**config.mk**
```make
export PLATFORM = sky130hd
export DESIGN_NAME = hazard_ctrl
export DESIGN_NICKNAME = d
export VERILOG_FILES = /design/src/rtl/hazard_ctrl_pkg.sv /design/src/rtl/hazard_ctrl_mul_timer.sv /design/src/rtl/hazard_ctrl.sv
export SDC_FILE = /design/constraint.sdc
export NUM_CORES = 1
export LEC_CHECK = 0
export BUFFER_PORTS_ARGS = -buffer_cell sky130_fd_sc_hd__buf_4
export CORE_AREA = 2 2 41 43
export DETAILED_ROUTE_END_ITERATION = 6
export DIE_AREA = 0 0 43 45
export PLACE_DENSITY = 0.62
export SLEW_MARGIN = 20
export SYNTH_ARGS = -nofsm -noshare
export SYNTH_HDL_FRONTEND = slang
export SYNTH_SLANG_ARGS = --single-unit
```
**constraint.sdc**
```tcl
create_clock -name clk -period 1.7 [get_ports clk]
set_clock_uncertainty 0.1 [all_clocks]
set_input_delay 0.34 -clock clk [delete_from_list [all_inputs] [get_ports clk]]
set_output_delay 0.34 -clock clk [all_outputs]
set_load 0.05 [all_outputs]
```
**src/rtl/hazard_ctrl_pkg.sv**
```systemverilog
// Shared definitions for the hazard/stall controller.
// State enum, register address type and default latency.
package hazard_ctrl_pkg;

  localparam int MUL_LAT_DEF = 4;
  localparam int REG_A_W_DEF = 5;

  typedef logic [REG_A_W_DEF-1:0] RegAddr;

  typedef enum logic {
    RUN,
    MUL_BUSY
  } hazard_state_t;

endpackage

```
**src/rtl/hazard_ctrl_mul_timer.sv**
```systemverilog
// Down-counter tracking the remaining stall cycles
// of a multi-cycle X-stage op.
module mul_timer #(
  parameter int MUL_LAT = 4
) (
  input  logic clk,
  input  logic rst,
  input  logic load_i,
  input  logic dec_i,
  output logic zero_o
);

  localparam int CW = $clog2(MUL_LAT);
  localparam logic [CW-1:0] LOAD_V = CW'(MUL_LAT - 2);

  logic [CW-1:0] cnt_q;

  always_ff @(posedge clk or negedge rst) begin
    if (!rst) begin
      cnt_q <= '0;
    end else if (load_i) begin
      cnt_q <= LOAD_V;
    end else if (dec_i) begin
      cnt_q <= cnt_q - CW'(1);
    end
  end

  assign zero_o = (cnt_q == '0);

endmodule

```
**src/rtl/hazard_ctrl.sv**
```systemverilog
// Hazard/stall controller for the F/D, D/X, X/M registers.
// Optional perf counters under `HAZARD_PERF_EN.
module hazard_ctrl
  import hazard_ctrl_pkg::*;
#(
  parameter int MUL_LAT = MUL_LAT_DEF,
  parameter int REG_A_W = REG_A_W_DEF,
  parameter int PERF_W  = 32
) (
  input  logic               clk,
  input  logic               rst,
  input  logic [REG_A_W-1:0] d_rs_a,
  input  logic [REG_A_W-1:0] d_rt_a,
  input  logic               d_uses_rs,
  input  logic               d_uses_rt,
  input  logic [REG_A_W-1:0] x_rd_a,
  input  logic               x_mem_read,
  input  logic               x_branch_taken,
  input  logic               x_multi,
  output logic               stall_f,
  output logic               stall_d,
  output logic               stall_dx,
  output logic               bubble_dx,
  output logic               flush_fd,
  output logic               bubble_xm,
  output logic               pc_sel_jmp,
  output logic               busy
`ifdef HAZARD_PERF_EN
  ,
  output logic [PERF_W-1:0]  perf_stall_cnt,
  output logic [PERF_W-1:0]  perf_flush_cnt
`endif
);

  hazard_state_t state_q, state_d;
  logic load_use;
  logic cnt_zero;
  logic tmr_load;
  logic tmr_dec;

  assign load_use = x_mem_read
                 && (x_rd_a != '0)
                 && ((d_uses_rs && (d_rs_a == x_rd_a))
                  || (d_uses_rt && (d_rt_a == x_rd_a)));

  mul_timer #(
    .MUL_LAT(MUL_LAT)
  ) u_timer (
    .clk    (clk),
    .rst    (rst),
    .load_i (tmr_load),
    .dec_i  (tmr_dec),
    .zero_o (cnt_zero)
  );

  always_comb begin
    state_d    = state_q;
    tmr_load   = 1'b0;
    tmr_dec    = 1'b0;
    stall_f    = 1'b0;
    stall_d    = 1'b0;
    stall_dx   = 1'b0;
    bubble_dx  = 1'b0;
    flush_fd   = 1'b0;
    bubble_xm  = 1'b0;
    pc_sel_jmp = 1'b0;
    busy       = 1'b0;
    // Everything is held quiet while reset is asserted.
    if (rst) begin
      unique case (state_q)
        RUN: begin
          if (x_branch_taken) begin
            pc_sel_jmp = 1'b1;
            flush_fd   = 1'b1;
            bubble_dx  = 1'b1;
          end else if (x_multi) begin
            stall_f   = 1'b1;
            stall_d   = 1'b1;
            stall_dx  = 1'b1;
            bubble_xm = 1'b1;
            tmr_load  = 1'b1;
            state_d   = MUL_BUSY;
          end else if (load_use) begin
            stall_f   = 1'b1;
            stall_d   = 1'b1;
            bubble_dx = 1'b1;
          end
        end
        MUL_BUSY: begin
          busy = 1'b1;
          if (!cnt_zero) begin
            stall_f   = 1'b1;
            stall_d   = 1'b1;
            stall_dx  = 1'b1;
            bubble_xm = 1'b1;
            tmr_dec   = 1'b1;
          end else begin
            state_d = RUN;
          end
        end
        default: state_d = RUN;
      endcase
    end
  end

  always_ff @(posedge clk or negedge rst) begin
    if (!rst) begin
      state_q <= RUN;
    end else begin
      state_q <= state_d;
    end
  end

`ifdef HAZARD_PERF_EN
  logic [PERF_W-1:0] stall_cnt_q;
  logic [PERF_W-1:0] flush_cnt_q;

  always_ff @(posedge clk or negedge rst) begin
    if (!rst) begin
      stall_cnt_q <= '0;
      flush_cnt_q <= '0;
    end else begin
      if (stall_d) begin
        stall_cnt_q <= stall_cnt_q + PERF_W'(1);
      end
      if (flush_fd) begin
        flush_cnt_q <= flush_cnt_q + PERF_W'(1);
      end
    end
  end

  assign perf_stall_cnt = stall_cnt_q;
  assign perf_flush_cnt = flush_cnt_q;
`endif

endmodule

```
==> impl_metrics.py, run 1 <==
metrics = {
    "clocking": {
        "root_buffer": "clkbuf_4",
        "cts.path.max_buffers": 2,
        "clock_latency_ns": 0.23,
        "cts_sinks": 3,
        "cts_buffers": 3,
        "htreeDepth": 1,
        "cts_tree": "built",
        "clk_pin_slew_ns": 0.03,
    },
    "synth": {
        "synth.area.mux_share_pct": 0,
        "synthXorXnorAreaFrac_pct": 26.9,
        "syn_avg_cell_area_sq_um": 8.52,
        "syn-cell-area_sq_um": 358,
        "yosys_warnings": 0,
        "synth_top_family_by_area": "XOR/XNOR gates",
        "synth_compound_area_share_pct": 14.0,
        "yosys.area.top_type": "dfrtp_1",
        "yosysTopAreaCellShare_pct": 21.0,
        "yosysSeqAreaShare_pct": 21.0,
        "synth_cells": 42,
        "netlist_top_cells_area": "dfrtp_1, xor2_1, xnor2_1, buf_4, inv_1",
        "synth_fp_nets": 65,
        "yosys.area_share.adder_pct": 3.50,
        "synth-seq-cells": 3,
        "synthSimpleGateAreaFrac_pct": 23.1,
        "synth_cell_type_count": 23,
    },
    "detailed_routing": {
        "drc": 0,
        "wire_per_inst_microns": 10.8,
        "num_vias": 446,
        "routed_wl_microns": 1070,
        "ant_nets": 0,
        "firstDrtPassIters": 4,
        "via_per_inst": 4.51,
        "drt_iter0_markers": 3,
    },
    "flow_run": {
        "cap_violations": 0,
    },
    "worst_hold_path": {
        "hold_path.class": "primary input to flop",
        "hold_depth": 3,
    },
    "global_routing": {
        "antenna_found_initial": 0,
        "overflow": 0,
        "grt_use_total_pct": 11.2,
        "grt_pass1_vias": 377,
        "grt_first_pass_wirelength_microns": 1630,
        "grt_max_degree": 5,
        "globalRoute.busiestLayer": "met2",
        "met3_usage_pct": 0.400,
        "grt.met1_usage_pct": 14.0,
        "use_met2_pct": 20.0,
    },
    "worst_setup_path": {
        "path_max_fanout": 2,
        "cp_data_required_time_ns": 1.26,
        "crit_slowest_cell": "nor4_2",
        "critPathMaxStageDelay_ns": 0.30,
        "endpoint_kind": "primary output",
        "worstSetupPathType": "primary input to primary output",
        "critPathMostFrequentCell": "buf_6",
        "arrival_ns": 1.49,
        "reg2regPathDepth": 6,
        "crit_chain": "buf_6 > xor2_1 > nor4_2 > a32oi_2 > o31ai_4 > buf_6",
        "startpoint_type": "primary input",
    },
    "placed_design": {
        "io_buffers": 29,
        "finalWeightedCongestion": 0.783,
        "dp_hpwl_microns": 869,
    },
    "final_layout": {
        "final_util_pct": 53.7,
        "layout-drive-gt1-share_pct": 66.3,
        "layout_common_cells": "buf_4, buf_6, xor2_1",
        "fin_nets": 107,
        "area_growth_syn_to_layout_pct": 121,
        "final_common_cell": "buf_4",
        "diodes": 0,
    },
    "timing": {
        "finalHoldViolations": 0,
        "grt_setup_unrepaired": "true",
        "relSlewSlack_pct": 81.4,
        "setup_slack_ns": -0.235,
        "period_needed_ns": 1.93,
        "holdWs_ns": 0.289,
        "fin_crit_sh_pct": 114,
        "setup_viol": 5,
        "final-max-slew-violation-count": 0,
        "worst_pin_slew_ns": 0.277,
        "fmax_ghz": 0.517,
        "setup_tns_ns": -0.995,
    },
    "power_and_ir_drop": {
        "leakage_nw": 0.375,
        "power_density_nw_per_um2": 1090,
        "irDropWorstVdd_v": 0.000608,
    },
    "status": {
        "violations": "setup timing",
        "status": "complete, but fails checks",
    },
    "die": {
        "die-area_sq_um": 1940,
        "rows": 14,
        "initial_core_util_pct": 24.3,
        "ioPinCount": 30,
        "core_sq_um": 1470,
        "die_y_microns": 45,
        "die_w_microns": 43,
    },
}
-- cell type report --
type,instances,area (sq um)
Multi-Input combinational cell,31,295
Tap cell,16,20.0
Inverter,5,22.5
Clock buffer,4,26.3
Fill cell,134,681
Sequential cell,3,75.1
Timing Repair Buffer,40,352
-- report_power, final --
part | internal [W] | switching (W) | leakage (nW) | total [W]
logic | 0.000280 | 0.000326 | 0.324 | 0.000606
clock network | 0.0000878 | 0.0000338 | 0.0150 | 0.000122
registers | 0.000107 | 0.0000235 | 0.0362 | 0.000130
-- path summary, 6_finish.rpt --
kind	slack (ns)	startpoint	endpoint
hold / removal	0.29	x_multi	u_timer.cnt_q[0]
hold reg to reg	0.41	u_timer.cnt_q[1]	u_timer.cnt_q[1]
setup reg to reg	0.30	state_q	u_timer.cnt_q[1]
min in group asynchronous	0.49	rst	state_q
max in group asynchronous	0.86	rst	u_timer.cnt_q[1]
setup / recovery	-0.23	d_rs_a[3]	stall_f
-- critical path: cells and delay by family --
family	cells	cell delay [ns]
AOI/OAI and AO/OA	2	0.41
buffers and inverters	2	0.28
and+or+nand+nor	1	0.30
xor gates and xnor gates	1	0.15
-- synth_stat cells, drive strengths merged --
cell type  instances
a21oi              1
a32oi              1
and2               3
and3               1
buf                3
dfrtp              3
ha                 1
inv                5
nand2              2
nand2b             1
nor3b              1
nor4               2
o211ai             1
o21ai              2
o21bai             1
o31ai              1
or4                1
or4b               1
xnor2              3
xor2               8
-- per-stage QoR --
step | cell area (sq um) | setup slack [ns] | total power (W) | instances
3_3_place_gp | 656 | -0.286 | 0.000654 | 91
2_1_floorplan | 399 | -0.456 | 0.000524 | 42
4_1_cts | 748 | -0.256 | 0.000825 | 97
3_5_place_dp | 656 | -0.314 | 0.000660 | 91
6_report | 791 | -0.235 | 0.000858 | 99
5_1_grt | 791 | -0.316 | 0.000921 | 99
-- metal layers --
metal	share of wire, %	up-vias
met5	0	-
met4	1.5	0
met3	4.0	2
met2	57	11
met1	38	208
li1	-	225
-- cell families (layout without fill, tap and decap cells) --
logic type               count (synthesis)  in the layout
AO/OA/AOI/OAI                            7              7
XOR/XNOR                                11             11
adder cells (fa/ha/maj)                  1              1
buffers and inverters                    8             49
flip-flops                               3              3
AND/OR/NAND/NOR                         12             12
-- what timing repair did --
item,in CTS,in global routing
setup buffers,1,2
pin swaps,4,7
endpoints found under the setup margin,5,7
hold endpoints to repair,3,0
hold buffers,1,0
gates resized for setup,11,7
-- registers in the layout, indices dropped and copies added (netlist names) --
name / cells
u_timer.cnt_q: 2
state_q: 1
Power figures use the tool's default switching activity.
==> inputs of run 2 (changes only) <==
--- a/config.mk
+++ b/config.mk
@@ -5,11 +5,12 @@
 export SDC_FILE = /design/constraint.sdc
 export NUM_CORES = 1
 export LEC_CHECK = 0
+export ABC_AREA = 1
 export BUFFER_PORTS_ARGS = -buffer_cell sky130_fd_sc_hd__buf_4
-export CORE_AREA = 2 2 41 43
+export CORE_AREA = 2 2 46 48
 export DETAILED_ROUTE_END_ITERATION = 6
-export DIE_AREA = 0 0 43 45
-export PLACE_DENSITY = 0.62
+export DIE_AREA = 0 0 48 50
+export PLACE_DENSITY = 0.57
 export SLEW_MARGIN = 20
 export SYNTH_ARGS = -nofsm -noshare
 export SYNTH_HDL_FRONTEND = slang
==> constraint.sdc (replaced) <==
create_clock -name clk -period 2.25 [get_ports clk]
set_clock_uncertainty 0.1 [all_clocks]
set_input_delay 0.45 -clock clk [delete_from_list [all_inputs] [get_ports clk]]
set_output_delay 0.45 -clock clk [all_outputs]
set_load 0.05 [all_outputs]
==> run 2 against run 1 <==
Against the previous run: the flow now finishes without violations; global-route usage decreased by 1.4 points; largest power group unchanged; first-iteration DRC count increased to 3.3 times the previous value; die area increased by 24%; synthesized area increased by 25%.
==> impl_metrics.py, run 2 <==
metrics = {
    "status": {
        "status": "finished, final reports clean",
    },
    "worst_setup_path": {
        "endpoint_kind": "primary output",
        "path_buf_inv": 2,
        "cp_data_required_time_ns": 1.70,
        "critPathMostFrequentCell": "nor2_2",
        "reg2regPathDepth": 6,
        "crit_slowest_cell": "dfrtp_1",
        "startpoint_type": "flop",
        "arrival_ns": 1.36,
        "path_max_fanout": 3,
        "crit_chain": "inv_1 > ha_1 > nor2_2 > nor2_2 > nand2_1 > buf_4",
        "cp.depth": 6,
        "critPathMaxStageDelay_ns": 0.35,
        "critPathTopFamily": "flip-flops",
        "worstSetupPathType": "flop to primary output",
    },
    "die": {
        "die_y_microns": 50,
        "rows": 16,
        "initial_core_util_pct": 23.5,
        "ioPinCount": 30,
        "die-area_sq_um": 2400,
        "die_w_microns": 48,
        "core_sq_um": 1900,
    },
    "clocking": {
        "cts_buffers": 3,
        "cts_tree": "built",
        "clk_pin_slew_ns": 0.04,
        "htreeDepth": 1,
        "cts_sinks": 3,
        "clock_latency_ns": 0.23,
        "cts.path.max_buffers": 2,
        "root_buffer": "clkbuf_4",
        "cts_resized": 0,
    },
    "final_layout": {
        "final_common_cell": "nand2_1",
        "seq_area_sq_um": 75.1,
        "area_growth_syn_to_layout_pct": 59.4,
        "multi_input_area_sq_um": 267,
        "largest_reg_flops": 2,
        "reg.largest.list": "u_timer.cnt_q (2), state_q (1)",
        "layout-drive-gt1-share_pct": 37.5,
        "n_fill_cell": 219,
        "largest-register": "u_timer.cnt_q",
        "diodes": 0,
        "stdcell_area_sq_um": 712,
        "layout_common_cells": "nand2_1, buf_4, inv_1",
        "fin_nets": 144,
        "fin_cells": 147,
    },
    "global_routing": {
        "grt_max_degree": 5,
        "overflow": 0,
        "grt_first_pass_wirelength_microns": 1730,
        "grt_use_total_pct": 9.76,
        "antenna_found_initial": 0,
        "grt_pass1_vias": 480,
    },
    "power_and_ir_drop": {
        "leakage_nw": 0.461,
        "power_density_nw_per_um2": 752,
        "irDropWorstVdd_v": 0.000411,
    },
    "timing": {
        "fin_crit_sh_pct": 84.7,
        "worst_pin_slew_ns": 0.186,
        "final-max-slew-violation-count": 0,
        "period_needed_ns": 1.91,
        "setup_slack_ns": 0.344,
        "grt_setup_unrepaired": "false",
        "setup_viol": 0,
        "fmax_ghz": 0.525,
        "finalHoldViolations": 0,
        "setup_tns_ns": 0,
        "relSlewSlack_pct": 87.6,
    },
    "synth": {
        "yosys.area.top_type": "nand2_1",
        "synth_cells": 89,
        "yosysTopAreaCellShare_pct": 28.6,
        "syn-cell-area_sq_um": 447,
        "synth_cell_type_count": 14,
        "synth_fp_nets": 112,
        "ys.flop_type": "dfrtp_1",
        "yosys_warnings": 0,
        "ys_top_cells_by_count": "nand2_1, inv_1, nor2_1",
        "async_flop_share_pct": 100,
        "netlist_top_cells_area": "nand2_1, dfrtp_1, inv_1, nor2_1, nor2_2",
        "synth-seq-cells": 3,
        "synth_edf_count": 0,
        "yosysSeqAreaShare_pct": 16.8,
        "yosysMostFrequentCell": "nand2_1",
        "syn_avg_cell_area_sq_um": 5.02,
    },
    "detailed_routing": {
        "firstDrtPassIters": 4,
        "via_per_inst": 3.85,
        "drc": 0,
        "drt_iter0_markers": 10,
        "wire_per_inst_microns": 7.44,
        "routed_wl_microns": 1090,
        "num_vias": 566,
        "ant_nets": 0,
    },
    "flow_run": {
        "cap_violations": 0,
    },
    "worst_hold_path": {
        "hold_depth": 2,
        "hold_path.class": "primary input to flop",
    },
    "placed_design": {
        "dp_hpwl_microns": 970,
        "io_buffers": 29,
        "place_ws_ns": 0.367,
        "placed_cells": 142,
        "finalWeightedCongestion": 0.697,
        "place_area_sq_um": 676,
    },
}
[run 2: worst paths after layout]
kind,start,end,slack (ns)
max in group asynchronous,rst,u_timer.cnt_q[1],1.42
max reg2reg,u_timer.cnt_q[0],u_timer.cnt_q[0],1.04
max,u_timer.cnt_q[0],stall_d,0.34
min reg2reg,u_timer.cnt_q[0],u_timer.cnt_q[0],0.43
min,rst,state_q,0.37
min in group asynchronous,rst,u_timer.cnt_q[0],0.49
[run 2: cell families after synthesis]
group           share of synthesized area, %
compound gates                          4.48
fa+ha+maj                               2.80
buf+inv                                 23.5
flops                                   16.8
simple gates                            52.4
[run 2: metrics by stage]
step | util, % | hold WS (ns) | power (W)
final | 37.4 | 0.365 | 0.000535
after global routing | 37.4 | 0.365 | 0.000584
after CTS | 37.4 | 0.358 | 0.000547
after detailed placement | 35.5 | 0.155 | 0.000448
after global placement | 35.5 | 0.153 | 0.000441
after floorplan | - | 0.0544 | 0.000352
[run 2: metal layers]
metal / wire length (microns) / share of wire [%] / GRT usage, % / vias to the layer above
met2: 541 / 49 / 16.0 / 14
met5: 0 / 0 / 0 / -
met1: 475 / 43 / 12.1 / 233
met4: 0 / 0 / 4.05 / 0
li1: - / - / - / 319
met3: 77 / 7.0 / 1.47 / 0
[run 2: power by group]
group	switching [W]	total, W	internal, W
logic	0.000238	0.000356	0.000118
clock network	0.0000250	0.0000912	0.0000663
registers	0.00000824	0.0000879	0.0000796
total	0.000272	0.000535	0.000264
[run 2: cell type report]
type                    instances  area share, %
clock buffers                   4           3.69
inverters                      22           11.6
flip-flops and latches          3           10.5
multi-input cells              61           37.4
well taps                      27           4.75
repair buffers                 30           32.0
[run 2: worst reg2reg max path, cell delays in order, from the launching register on]
cell	delay [ns]
dfrtp_1	0.35
inv_1	0.09
ha_1	0.19
nor2_2	0.06
nor2_2	0.15
inv_2	0.06
o21ai_1	0.13
[run 2: timing repair]
item | in CTS | in global routing
hold endpoints to repair | 3 | 0
setup endpoints to repair | 0 | 0
setup buffers | 0 | 0
hold buffers | 1 | 0
